**src/rtl/neuron_pkg.sv**
```systemverilog
// Shared definitions for the neuron MAC stage: FSM states, default Q format and the
// rescale-and-saturate helper used on the final accumulator value.
package neuron_pkg;

    typedef enum logic [1:0] {
        StPrime,
        StAccum,
        StBias,
        StOut
    } state_e;

    localparam int DefWordSize = 8;
    localparam int DefFracBits = 4;

    // Arithmetic right shift by frac, then clamp to a signed range of the given width.
    function automatic logic signed [63:0] sat_trunc(
        input logic signed [63:0] value,
        input int                 frac,
        input int                 width
    );
        logic signed [63:0] shifted;
        logic signed [63:0] max_v;
        logic signed [63:0] min_v;
        shifted = value >>> frac;
        max_v   = (64'sd1 <<< (width - 1)) - 64'sd1;
        min_v   = -(64'sd1 <<< (width - 1));
        if (shifted > max_v) begin
            return max_v;
        end else if (shifted < min_v) begin
            return min_v;
        end
        return shifted;
    endfunction

endpackage

```
**src/rtl/neuron_mac_seq_if.sv**
```systemverilog
// Bundle of the activation input stream, weight ROM port and activation output stream.
// slave is the neuron stage's view; master is the driving environment's view.
interface neuron_mac_seq_if
    import neuron_pkg::*;
#(
    parameter int WORD_SIZE  = DefWordSize,
    parameter int ADDR_WIDTH = 3
);
    logic signed [WORD_SIZE-1:0] data_i;
    logic                        valid_i;
    logic                        ready_o;
    logic        [ADDR_WIDTH-1:0] rom_addr_o;
    logic signed [WORD_SIZE-1:0] rom_data_i;
    logic signed [WORD_SIZE-1:0] data_o;
    logic                        valid_o;
    logic                        ready_i;

    modport slave (
        input  data_i, valid_i, rom_data_i, ready_i,
        output ready_o, rom_addr_o, data_o, valid_o
    );

    modport master (
        output data_i, valid_i, rom_data_i, ready_i,
        input  ready_o, rom_addr_o, data_o, valid_o
    );

endinterface

```
**src/rtl/neuron_mac_unit.sv**
```systemverilog
// Signed multiply-accumulate with synchronous clear and enable. acc_final_o adds the
// bias (taken from the same ROM data bus) aligned to the accumulator's Q format.
module neuron_mac_unit #(
    parameter int WORD_SIZE = 8,
    parameter int FRAC_BITS = 4,
    parameter int ACC_W     = 19
) (
    input  logic                        clk_i,
    input  logic                        reset_i,
    input  logic                        clr_i,
    input  logic                        en_i,
    input  logic signed [WORD_SIZE-1:0] act_i,
    input  logic signed [WORD_SIZE-1:0] rom_data_i,
    output logic signed [ACC_W-1:0]     acc_final_o
);
    logic signed [ACC_W-1:0]       acc_q, acc_d;
    logic signed [2*WORD_SIZE-1:0] prod;

    // Product and next accumulator value; clear wins over enable.
    always_comb begin
        prod  = act_i * rom_data_i;
        acc_d = acc_q;
        if (clr_i) begin
            acc_d = '0;
        end else if (en_i) begin
            acc_d = acc_q + ACC_W'(prod);
        end
    end

    // Accumulator register.
    always_ff @(posedge clk_i) begin
        if (reset_i) begin
            acc_q <= '0;
        end else begin
            acc_q <= acc_d;
        end
    end

    // Bias is an integer-aligned word, so shift it up into the product's Q format.
    always_comb begin
        acc_final_o = acc_q + (ACC_W'(rom_data_i) <<< FRAC_BITS);
    end

endmodule

```
**src/rtl/neuron_mac_seq.sv**
```systemverilog
// Neuron datapath stage: sequences the weight ROM so one weight lines up with each
// accepted activation, accumulates, adds bias, rescales, saturates and presents one
// result per inference on a valid/ready handshake.
// Build option: define NEURON_RELU_EN to clamp negative results to zero.
module neuron_mac_seq
    import neuron_pkg::*;
#(
    parameter int INPUT_SIZE = 4,
    parameter int WORD_SIZE  = DefWordSize,
    parameter int FRAC_BITS  = DefFracBits,
    parameter int ADDR_WIDTH = 3
) (
    input  logic            clk_i,
    input  logic            reset_i,
    neuron_mac_seq_if.slave bus_if
);
    localparam int CNT_W = $clog2(INPUT_SIZE + 1);
    localparam int ACC_W = 2 * WORD_SIZE + CNT_W;
    localparam logic [CNT_W-1:0]      LastCnt  = CNT_W'(INPUT_SIZE - 1);

    state_e                      state_q, state_d;
    logic        [CNT_W-1:0]     cnt_q, cnt_d;
    logic signed [WORD_SIZE-1:0] data_q, data_d;
    logic                        valid_q, valid_d;
    logic                        accept;
    logic                        mac_clr;
    logic                        mac_en;
    logic                        ready;
    logic        [ADDR_WIDTH-1:0] rom_addr;
    logic signed [ACC_W-1:0]     acc_final;
    logic signed [WORD_SIZE-1:0] result;

    neuron_mac_unit #(
        .WORD_SIZE (WORD_SIZE),
        .FRAC_BITS (FRAC_BITS),
        .ACC_W     (ACC_W)
    ) u_mac (
        .clk_i       (clk_i),
        .reset_i     (reset_i),
        .clr_i       (mac_clr),
        .en_i        (mac_en),
        .act_i       (bus_if.data_i),
        .rom_data_i  (bus_if.rom_data_i),
        .acc_final_o (acc_final)
    );

    // Rescale and saturate the biased sum; optionally rectify.
    always_comb begin
        result = WORD_SIZE'(sat_trunc(64'(acc_final), FRAC_BITS, WORD_SIZE));
`ifdef NEURON_RELU_EN
        if (result[WORD_SIZE-1]) begin
            result = '0;
        end
`endif
    end

    // Next state, counter, ROM address and handshake outputs.
    always_comb begin
        state_d  = state_q;
        cnt_d    = cnt_q;
        data_d   = data_q;
        valid_d  = valid_q;
        ready    = 1'b0;
        accept   = 1'b0;
        mac_clr  = 1'b0;
        mac_en   = 1'b0;
        rom_addr = '0;
        unique case (state_q)
            StPrime: begin
                state_d = StAccum;
            end
            StAccum: begin
                ready  = 1'b1;
                accept = bus_if.valid_i;
                // Look one address ahead on accept so rom_data_i tracks weight[cnt_q].
                if (accept) begin
                    mac_en   = 1'b1;
                    cnt_d    = cnt_q + CNT_W'(1);
                    rom_addr = ADDR_WIDTH'(cnt_q + CNT_W'(1));
                    if (cnt_q == LastCnt) begin
                        state_d = StBias;
                    end
                end else begin
                    rom_addr = ADDR_WIDTH'(cnt_q);
                end
            end
            StBias: begin
                data_d  = result;
                valid_d = 1'b1;
                state_d = StOut;
            end
            StOut: begin
                // Address 0 is fetched here so the next inference needs no prime cycle.
                if (bus_if.ready_i) begin
                    valid_d = 1'b0;
                    mac_clr = 1'b1;
                    cnt_d   = '0;
                    state_d = StAccum;
                end
            end
            default: begin
                state_d = StPrime;
            end
        endcase
    end

    // State, counter and output registers.
    always_ff @(posedge clk_i) begin
        if (reset_i) begin
            state_q <= StPrime;
            cnt_q   <= '0;
            data_q  <= '0;
            valid_q <= 1'b0;
        end else begin
            state_q <= state_d;
            cnt_q   <= cnt_d;
            data_q  <= data_d;
            valid_q <= valid_d;
        end
    end

    assign bus_if.ready_o    = ready;
    assign bus_if.rom_addr_o = rom_addr;
    assign bus_if.data_o     = data_q;
    assign bus_if.valid_o    = valid_q;

endmodule

```
**src/flat_wrapper.sv**
```systemverilog
// flat-port wrapper written by rule: the top's interface ports become plain ports
module neuron_mac_seq_flat import neuron_pkg::*;
#(
    parameter int INPUT_SIZE = 4,
    parameter int WORD_SIZE  = DefWordSize,
    parameter int FRAC_BITS  = DefFracBits,
    parameter int ADDR_WIDTH = 3
)
  (clk_i, reset_i, bus_if_data_i, bus_if_valid_i, bus_if_rom_data_i, bus_if_ready_i, bus_if_ready_o, bus_if_rom_addr_o, bus_if_data_o, bus_if_valid_o);
  neuron_mac_seq_if #(.WORD_SIZE(WORD_SIZE), .ADDR_WIDTH(ADDR_WIDTH)) bus_if_i ();
  input  logic clk_i;
  input  logic reset_i;
  input wire logic [$bits(bus_if_i.data_i)-1:0] bus_if_data_i;
  input wire logic [$bits(bus_if_i.valid_i)-1:0] bus_if_valid_i;
  input wire logic [$bits(bus_if_i.rom_data_i)-1:0] bus_if_rom_data_i;
  input wire logic [$bits(bus_if_i.ready_i)-1:0] bus_if_ready_i;
  output wire logic [$bits(bus_if_i.ready_o)-1:0] bus_if_ready_o;
  output wire logic [$bits(bus_if_i.rom_addr_o)-1:0] bus_if_rom_addr_o;
  output wire logic [$bits(bus_if_i.data_o)-1:0] bus_if_data_o;
  output wire logic [$bits(bus_if_i.valid_o)-1:0] bus_if_valid_o;
  assign bus_if_i.data_i = bus_if_data_i;
  assign bus_if_i.valid_i = bus_if_valid_i;
  assign bus_if_i.rom_data_i = bus_if_rom_data_i;
  assign bus_if_i.ready_i = bus_if_ready_i;
  assign bus_if_ready_o = bus_if_i.ready_o;
  assign bus_if_rom_addr_o = bus_if_i.rom_addr_o;
  assign bus_if_data_o = bus_if_i.data_o;
  assign bus_if_valid_o = bus_if_i.valid_o;
  neuron_mac_seq #(.INPUT_SIZE(INPUT_SIZE), .WORD_SIZE(WORD_SIZE), .FRAC_BITS(FRAC_BITS), .ADDR_WIDTH(ADDR_WIDTH)) u_core (.clk_i(clk_i), .reset_i(reset_i), .bus_if(bus_if_i));
endmodule
```
**config.mk**
```make
export PLATFORM = sky130hd
export DESIGN_NAME = neuron_mac_seq_flat
export DESIGN_NICKNAME = d
export VERILOG_FILES = /design/src/rtl/neuron_pkg.sv /design/src/rtl/neuron_mac_seq_if.sv /design/src/rtl/neuron_mac_unit.sv /design/src/rtl/neuron_mac_seq.sv /design/src/flat_wrapper.sv
export SDC_FILE = /design/constraint.sdc
export NUM_CORES = 1
export LEC_CHECK = 0
export ABC_AREA = 1
export CELL_PAD_IN_SITES_DETAIL_PLACEMENT = 0
export CELL_PAD_IN_SITES_GLOBAL_PLACEMENT = 1
export CORE_MARGIN = 2
export CORE_UTILIZATION = 50
export CTS_CLUSTER_SIZE = 24
export DETAILED_ROUTE_END_ITERATION = 12
export PLACE_DENSITY_LB_ADDON = 0.1
export SYNTH_ARGS = -nofsm -noshare
export SYNTH_HDL_FRONTEND = slang
export SYNTH_SLANG_ARGS = --single-unit
```
**constraint.sdc**
```tcl
create_clock -name clk_i -period 8.3 [get_ports clk_i]
set_input_delay 0.83 -clock clk_i [delete_from_list [all_inputs] [get_ports clk_i]]
set_output_delay 0.83 -clock clk_i [all_outputs]
set_load 0.02 [all_outputs]
```
==> results.sh <==
export IMPL_path_cells="clkdlybuf4s50_1, clkinv_1, or2_2, fa_1, fa_1, inv_1, fa_1, fa_1, fa_1, ha_1, nand2_1, o21ai_1, nand2_1, nand2_1, a21oi_1, o21ai_0, inv_1, nand2_1, nand3_1, nand2_1, inv_1"
export IMPL_gp_congestion=0.851
export IMPL_clockBufferDepth=2
export IMPL_clock_sinks=33
export IMPL_critPathRequiredTime_ns=8.48
export IMPL_track_usage_pct=22.9
export IMPL_synth_cells=795
export IMPL_fin_tns_setup_ns=0
export IMPL_yosysUniqueCellTypes=29
export IMPL_drive_above_1_share_pct=2.21
export IMPL_grt_pass1_wl_mm=23.5
export IMPL_crit_slowest_cell="clkdlybuf4s50_1"
export IMPL_min_delay_start="u_core.bus_if.data_o[7]$_SDFFE_PP0P_"
export IMPL_clkTransAtPathRegs_ns=0.05
export IMPL_fin_worst_skew_ns=0.00456
export IMPL_max_stage_delay_ns=0.68
export IMPL_finalHoldWorstSlack_ns=0.464
export IMPL_antenna_found_initial=0
export IMPL_n_antenna_cell=0
export IMPL_relSlewSlack_pct=39.0
export IMPL_synth_net_count=964
export IMPL_hold_end="u_core.bus_if.data_o[7]$_SDFFE_PP0P_"
export IMPL_post_cts_setup_buffer_count=0
export IMPL_first_iter_violations=211
export IMPL_ir_drop_uv=323
export IMPL_hold_buffers=0
export IMPL_crit_path_max_fanout=9
export IMPL_crit_path_start_kind="primary input"
export IMPL_leakage_nw=3.62
export IMPL_worst_slew_pin_slew_ns=0.911
export IMPL_period_share_pct=76.0
export IMPL_root_buffer="clkbuf_16"
export IMPL_finalHoldViolations=0
export IMPL_synth_area_leaders="fa_1, ha_1, inv_1"
export IMPL_synth_seq_area_share_pct=11.3
export IMPL_finalSetupViolCount=0
export IMPL_die_h_um=112
export IMPL_drcViolationCount=0
export IMPL_yosysTopAreaCellShare_pct=29.2
export IMPL_ys_ff_latch=33
export IMPL_post_place_cells=949
export IMPL_detailed_place_hpwl_mm=11.4
export IMPL_die_w_um=112
export IMPL_coreArea_um2=11400
export IMPL_crit_reg2reg_launch="u_core.u_mac.acc_q[6]$_SDFFE_PP0P_"
export IMPL_critical_path_class="in -> reg"
export IMPL_rows=39
export IMPL_wl_per_cell_um=13.6
export IMPL_firstDrtPassIters=4
export IMPL_hp_class="reg -> reg"
export IMPL_grt_overflow=0
export IMPL_area_growth_pct=9.89
export IMPL_grt_pass1_vias=4861
export IMPL_pin_count=33
export IMPL_vias=4750
export IMPL_cp_end_kind="register"
export IMPL_finalPower_mw=2.55
export IMPL_cts_buffers=5
export IMPL_portBuffers=32
export IMPL_period_minus_slack_ns=6.31
export IMPL_synth_warnings=0
export IMPL_fin_util_pct=56.1
export IMPL_clock_fmax_ghz=0.159
export IMPL_rsz0062_at_grt="no"
export IMPL_htree_levels=2
export IMPL_status="finished clean"
export IMPL_reg2reg_depth=21
export IMPL_routed_wl_mm=13.0
export IMPL_syn_avg_cell_area_um2=7.33
export IMPL_crit_arrival_ns=6.49
export IMPL_ctsResizeCount=0
export IMPL_netlist_area_um2=5830
export IMPL_grt_max_degree=22
export IMPL_maxCapViolCount=0
export IMPL_cellPowerDensity_nw_per_um2=399
export IMPL_slew_violations=0
export IMPL_cts_tree="built"
export IMPL_layout_commonest_cell="inv_1"
export IMPL_fin_nets=982
export IMPL_holdPathStages=2
export IMPL_routed_via_density=4.96
export IMPL_synth_top_area_cell="fa_1"
export IMPL_die_area_um2=12500
export IMPL_r2r_setup_slack_ns=3.58
export IMPL_final_cell_count_no_fill=957
export IMPL_insertion_delay_ns=0.28
export IMPL_ant_nets=0
export IMPL_initial_core_util_pct=51.1
export IMPL_rr_endpoint="u_core.u_mac.acc_q[18]$_SDFFE_PP0P_"
export IMPL_final_cell_mix="inv_1, nand2_1, fa_1"
layer usage:
metal	share of wire (%)	vias up	track usage, %
met4	0.62	0	2.85
met3	3.4	13	3.16
met5	0	-	0
met1	49	2243	33.2
li1	-	2414	-
met2	47	80	37.8
state kept, by name, summed over array words and instances (netlist names):
register	count
u_core.cnt_q	3
u_core.bus_if.valid_o	1
u_core.state_q	2
u_core.bus_if.data_o	8
u_core.u_mac.acc_q	19
report_power, final:
part / switching [mW] / total [mW] / internal [mW]
logic: 1.26 / 2.10 / 0.841
registers: 0.0515 / 0.259 / 0.207
clock network: 0.0699 / 0.197 / 0.127
total: 1.38 / 2.55 / 1.17
cells by family after synthesis:
group / share of synthesized area [%]
xor+xnor: 3.91
simple gates: 18.8
fa+ha+maj: 42.9
compound gates: 8.58
buf+inv: 14.5
flops: 11.3
layout make-up:
| type | instances | area (um2) |
|---|---|---|
| Timing Repair Buffer | 32 | 320 |
| Fill cell | 1143 | 5010 |
| Inverter | 204 | 766 |
| Sequential cell | 33 | 661 |
| Clock inverter | 1 | 5.00 |
| Multi-Input combinational cell | 537 | 4320 |
| Clock buffer | 7 | 153 |
| Tap cell | 143 | 179 |
critical path: cells and delay by family:
kind	cells	cell delay, ns
fa+ha+maj	6	3.00
buf+inv	5	1.18
simple gates	7	0.88
compound gates	3	0.59
stage by stage:
stage	setup slack, ns	area, um2
floorplan	2.96	5830
global placement	1.81	6250
detailed placement	1.71	6250
CTS	1.99	6410
global route	1.61	6410
finish	1.99	6410
cell usage after synthesis:
master and n:
a21o_1 2, o21ai_0 32, nand4_1 7, clkinv_1 2, o21ai_1 1, xor2_1 11
nor2_1 52, buf_2 1, or2_2 1, dfxtp_1 33, a21oi_1 42, nand2_2 3
a31o_2 1, a31oi_1 1, nand3_2 1, nand2_1 178, clkbuf_1 20, nand3_1 27
ha_1 64, o211ai_1 5, a21oi_4 1, fa_1 85, xnor2_1 15, inv_1 202
o21a_1 1, a21oi_2 3, o21bai_1 1, and2_1 1, nor3_1 2
how the worst max path moves through the flow:
stage	start	end	slack, ns
5_1_grt	bus_if_rom_data_i[7]	u_core.u_mac.acc_q[18]$_SDFFE_PP0P_	1.61
4_1_cts	bus_if_rom_data_i[7]	u_core.u_mac.acc_q[18]$_SDFFE_PP0P_	1.99
2_1_floorplan	bus_if_rom_data_i[7]	u_core.u_mac.acc_q[18]$_SDFFE_PP0P_	2.96
3_3_place_gp	bus_if_rom_data_i[7]	u_core.u_mac.acc_q[18]$_SDFFE_PP0P_	1.81
3_5_place_dp	bus_if_rom_data_i[7]	u_core.u_mac.acc_q[18]$_SDFFE_PP0P_	1.71
6_report	bus_if_rom_data_i[7]	u_core.u_mac.acc_q[18]$_SDFFE_PP0P_	1.99
No activity file was read; power rests on OpenSTA's default activity.
==> edit, RTL diff (same flow settings) <==
Change the package constant `DefWordSize` from 8 to 16.
--- a/src/rtl/neuron_pkg.sv
+++ b/src/rtl/neuron_pkg.sv
@@ -9,7 +9,7 @@
         StOut
     } state_e;
 
-    localparam int DefWordSize = 8;
+    localparam int DefWordSize = 16;
     localparam int DefFracBits = 4;
 
     // Arithmetic right shift by frac, then clamp to a signed range of the given width.
Ports: changed (resized bus_if_data_i, bus_if_data_o and bus_if_rom_data_i); port bits go from 33 to 57. The function was not compared with the original's and may differ.
==> edit against the original RTL <==
Count of clock-buffer cells in the layout grew 2. Worst setup slack lost 0.88 ns. Via count grew to 2.9 times the old value. Cell area grew to 2.8 times the old value. Sequential cell count grew 24. Critical path type unchanged. Area after synthesis grew to 2.9 times the old value. Wire length grew to 3.3 times the old value.
Power is left out: the tool's default activity adds up to more than one toggle a clock period on the data nets, which glitch-free logic cannot reach.
==> edit: results (changes against the original RTL) <==
outcome complete, no violations (unchanged); max reg flops 35 (was 19); slowest CP cell fa_1 (was clkdlybuf4s50_1); CTS buffer count 9 (was 5); initial antenna violation count 0 (unchanged); drt wl/cell 15.7 um (was 13.6 um); worst min path class reg -> reg (unchanged); Post-CTS Setup Inserts 0 (unchanged); register area share after synthesis 6.84% (was 11.3%); PortBufs 56 (was 32); first-pass GRT wire length 74.5 mm (was 23.5 mm); Mapped Nets 2781 (was 964); via count 13.6k (was 4750); Synth top cells by count 659 x inv_1, 544 x nand2_1, 311 x fa_1 (was 202 x inv_1, 178 x nand2_1, 85 x fa_1); Synth Area in Adders 47.8% (was 42.9%); synth top area cells fa_1 37%, inv_1 15%, nand2_1 12% (was fa_1 29%, ha_1 14%, inv_1 13%); initial drt markers 800 (was 211); largest net degree at the start of global routing 42 (was 22); Worst Reg-to-Reg Cells 19 (was 21); GPL Wtd Cong 0.910 (was 0.851); H-tree level count 3 (was 2); vias in the first global route 14.5k (was 4861); fin nets 2813 (was 982); Post-DP HPWL 38.4 mm (was 11.4 mm); Min-Delay Endpoint u_core.u_mac.acc_q[0]$_SDFFE_PP0P_ (was u_core.bus_if.data_o[7]$_SDFFE_PP0P_); layout cells sized above 1 4.93% (was 2.21%); reg-to-reg critical path endpoint u_core.u_mac.acc_q[21]$_SDFFE_PP0P_ (was u_core.u_mac.acc_q[18]$_SDFFE_PP0P_); Worst R2R Start u_core.u_mac.acc_q[15]$_SDFFE_PP0P_ (was u_core.u_mac.acc_q[6]$_SDFFE_PP0P_); root buffer cell clkbuf_16 (unchanged); Worst Hold Depth 2 (unchanged); clk_skew 0.00530 ns (was 0.00456 ns); Synth Area in Compound Gates 5.86% (was 8.58%); library cells used by synthesis 42 (was 29); DR pass1 iterations 5 (was 4); R2R setup slack 3.18 ns (was 3.58 ns); fillcell total 3319 (was 1143); worst slew pin tran 1.06 ns (was 0.911 ns); Clk Latency, worst-skew pair 0.34 ns (was 0.28 ns); Post-Synth XOR/XNOR Area 2.52% (was 3.91%); ANT nets after route 0 (unchanged); hold path start u_core.u_mac.acc_q[0]$_SDFFE_PP0P_ (was u_core.bus_if.data_o[7]$_SDFFE_PP0P_); Total GRT Usage 26.8% (was 22.9%); Max FO, Critical Path 8 (was 9)
-- edit: per-layer routing --
| layer | track usage [%] | routed length, um | up-vias |
|---|---|---|---|
| met3 | 2.73 | 2070 | 52 |
| li1 | - | - | 6666 |
| met1 | 36.9 | 20000 | 6560 |
| met5 | 0 | 0 | - |
| met4 | 5.62 | 828 | 0 |
| met2 | 45.8 | 20600 | 289 |
-- edit: per-stage QoR --
stage                     util (%)  setup WS (ns)  hold WS (ns)  instance area (um2)  instances
after floorplan                  -           1.73         0.445                16700       2294
after global placement        54.5          0.841         0.455                17800       2757
final                         55.3           1.12         0.469                18100       2773
after CTS                     55.3           1.06         0.469                18100       2773
after detailed placement      54.5          0.752         0.460                17800       2757
after global routing          55.3          0.572         0.487                18100       2773
-- edit: how the worst max path moves through the flow --
stage	slack, ns	end	depth (start not counted)	startpoint
global placement	0.84	u_core.u_mac.acc_q[34]$_SDFFE_PP0P_	27	bus_if_rom_data_i[1]
finish	1.12	u_core.u_mac.acc_q[34]$_SDFFE_PP0P_	27	bus_if_rom_data_i[1]
global route	0.57	u_core.u_mac.acc_q[34]$_SDFFE_PP0P_	27	bus_if_rom_data_i[1]
CTS	1.06	u_core.u_mac.acc_q[34]$_SDFFE_PP0P_	27	bus_if_rom_data_i[1]
detailed placement	0.75	u_core.u_mac.acc_q[34]$_SDFFE_PP0P_	27	bus_if_rom_data_i[1]
floorplan	1.73	u_core.u_mac.acc_q[34]$_SDFFE_PP0P_	27	bus_if_data_i[15]
-- edit: layout make-up --
cell class / instances / area share, %
clock buffers: 9 / 1.25
clock inverters: 7 / 0.256
inverters: 666 / 13.8
multi-input cells: 1494 / 70.5
flip-flops and latches: 57 / 6.31
well taps: 442 / 3.06
repair buffers: 98 / 4.84
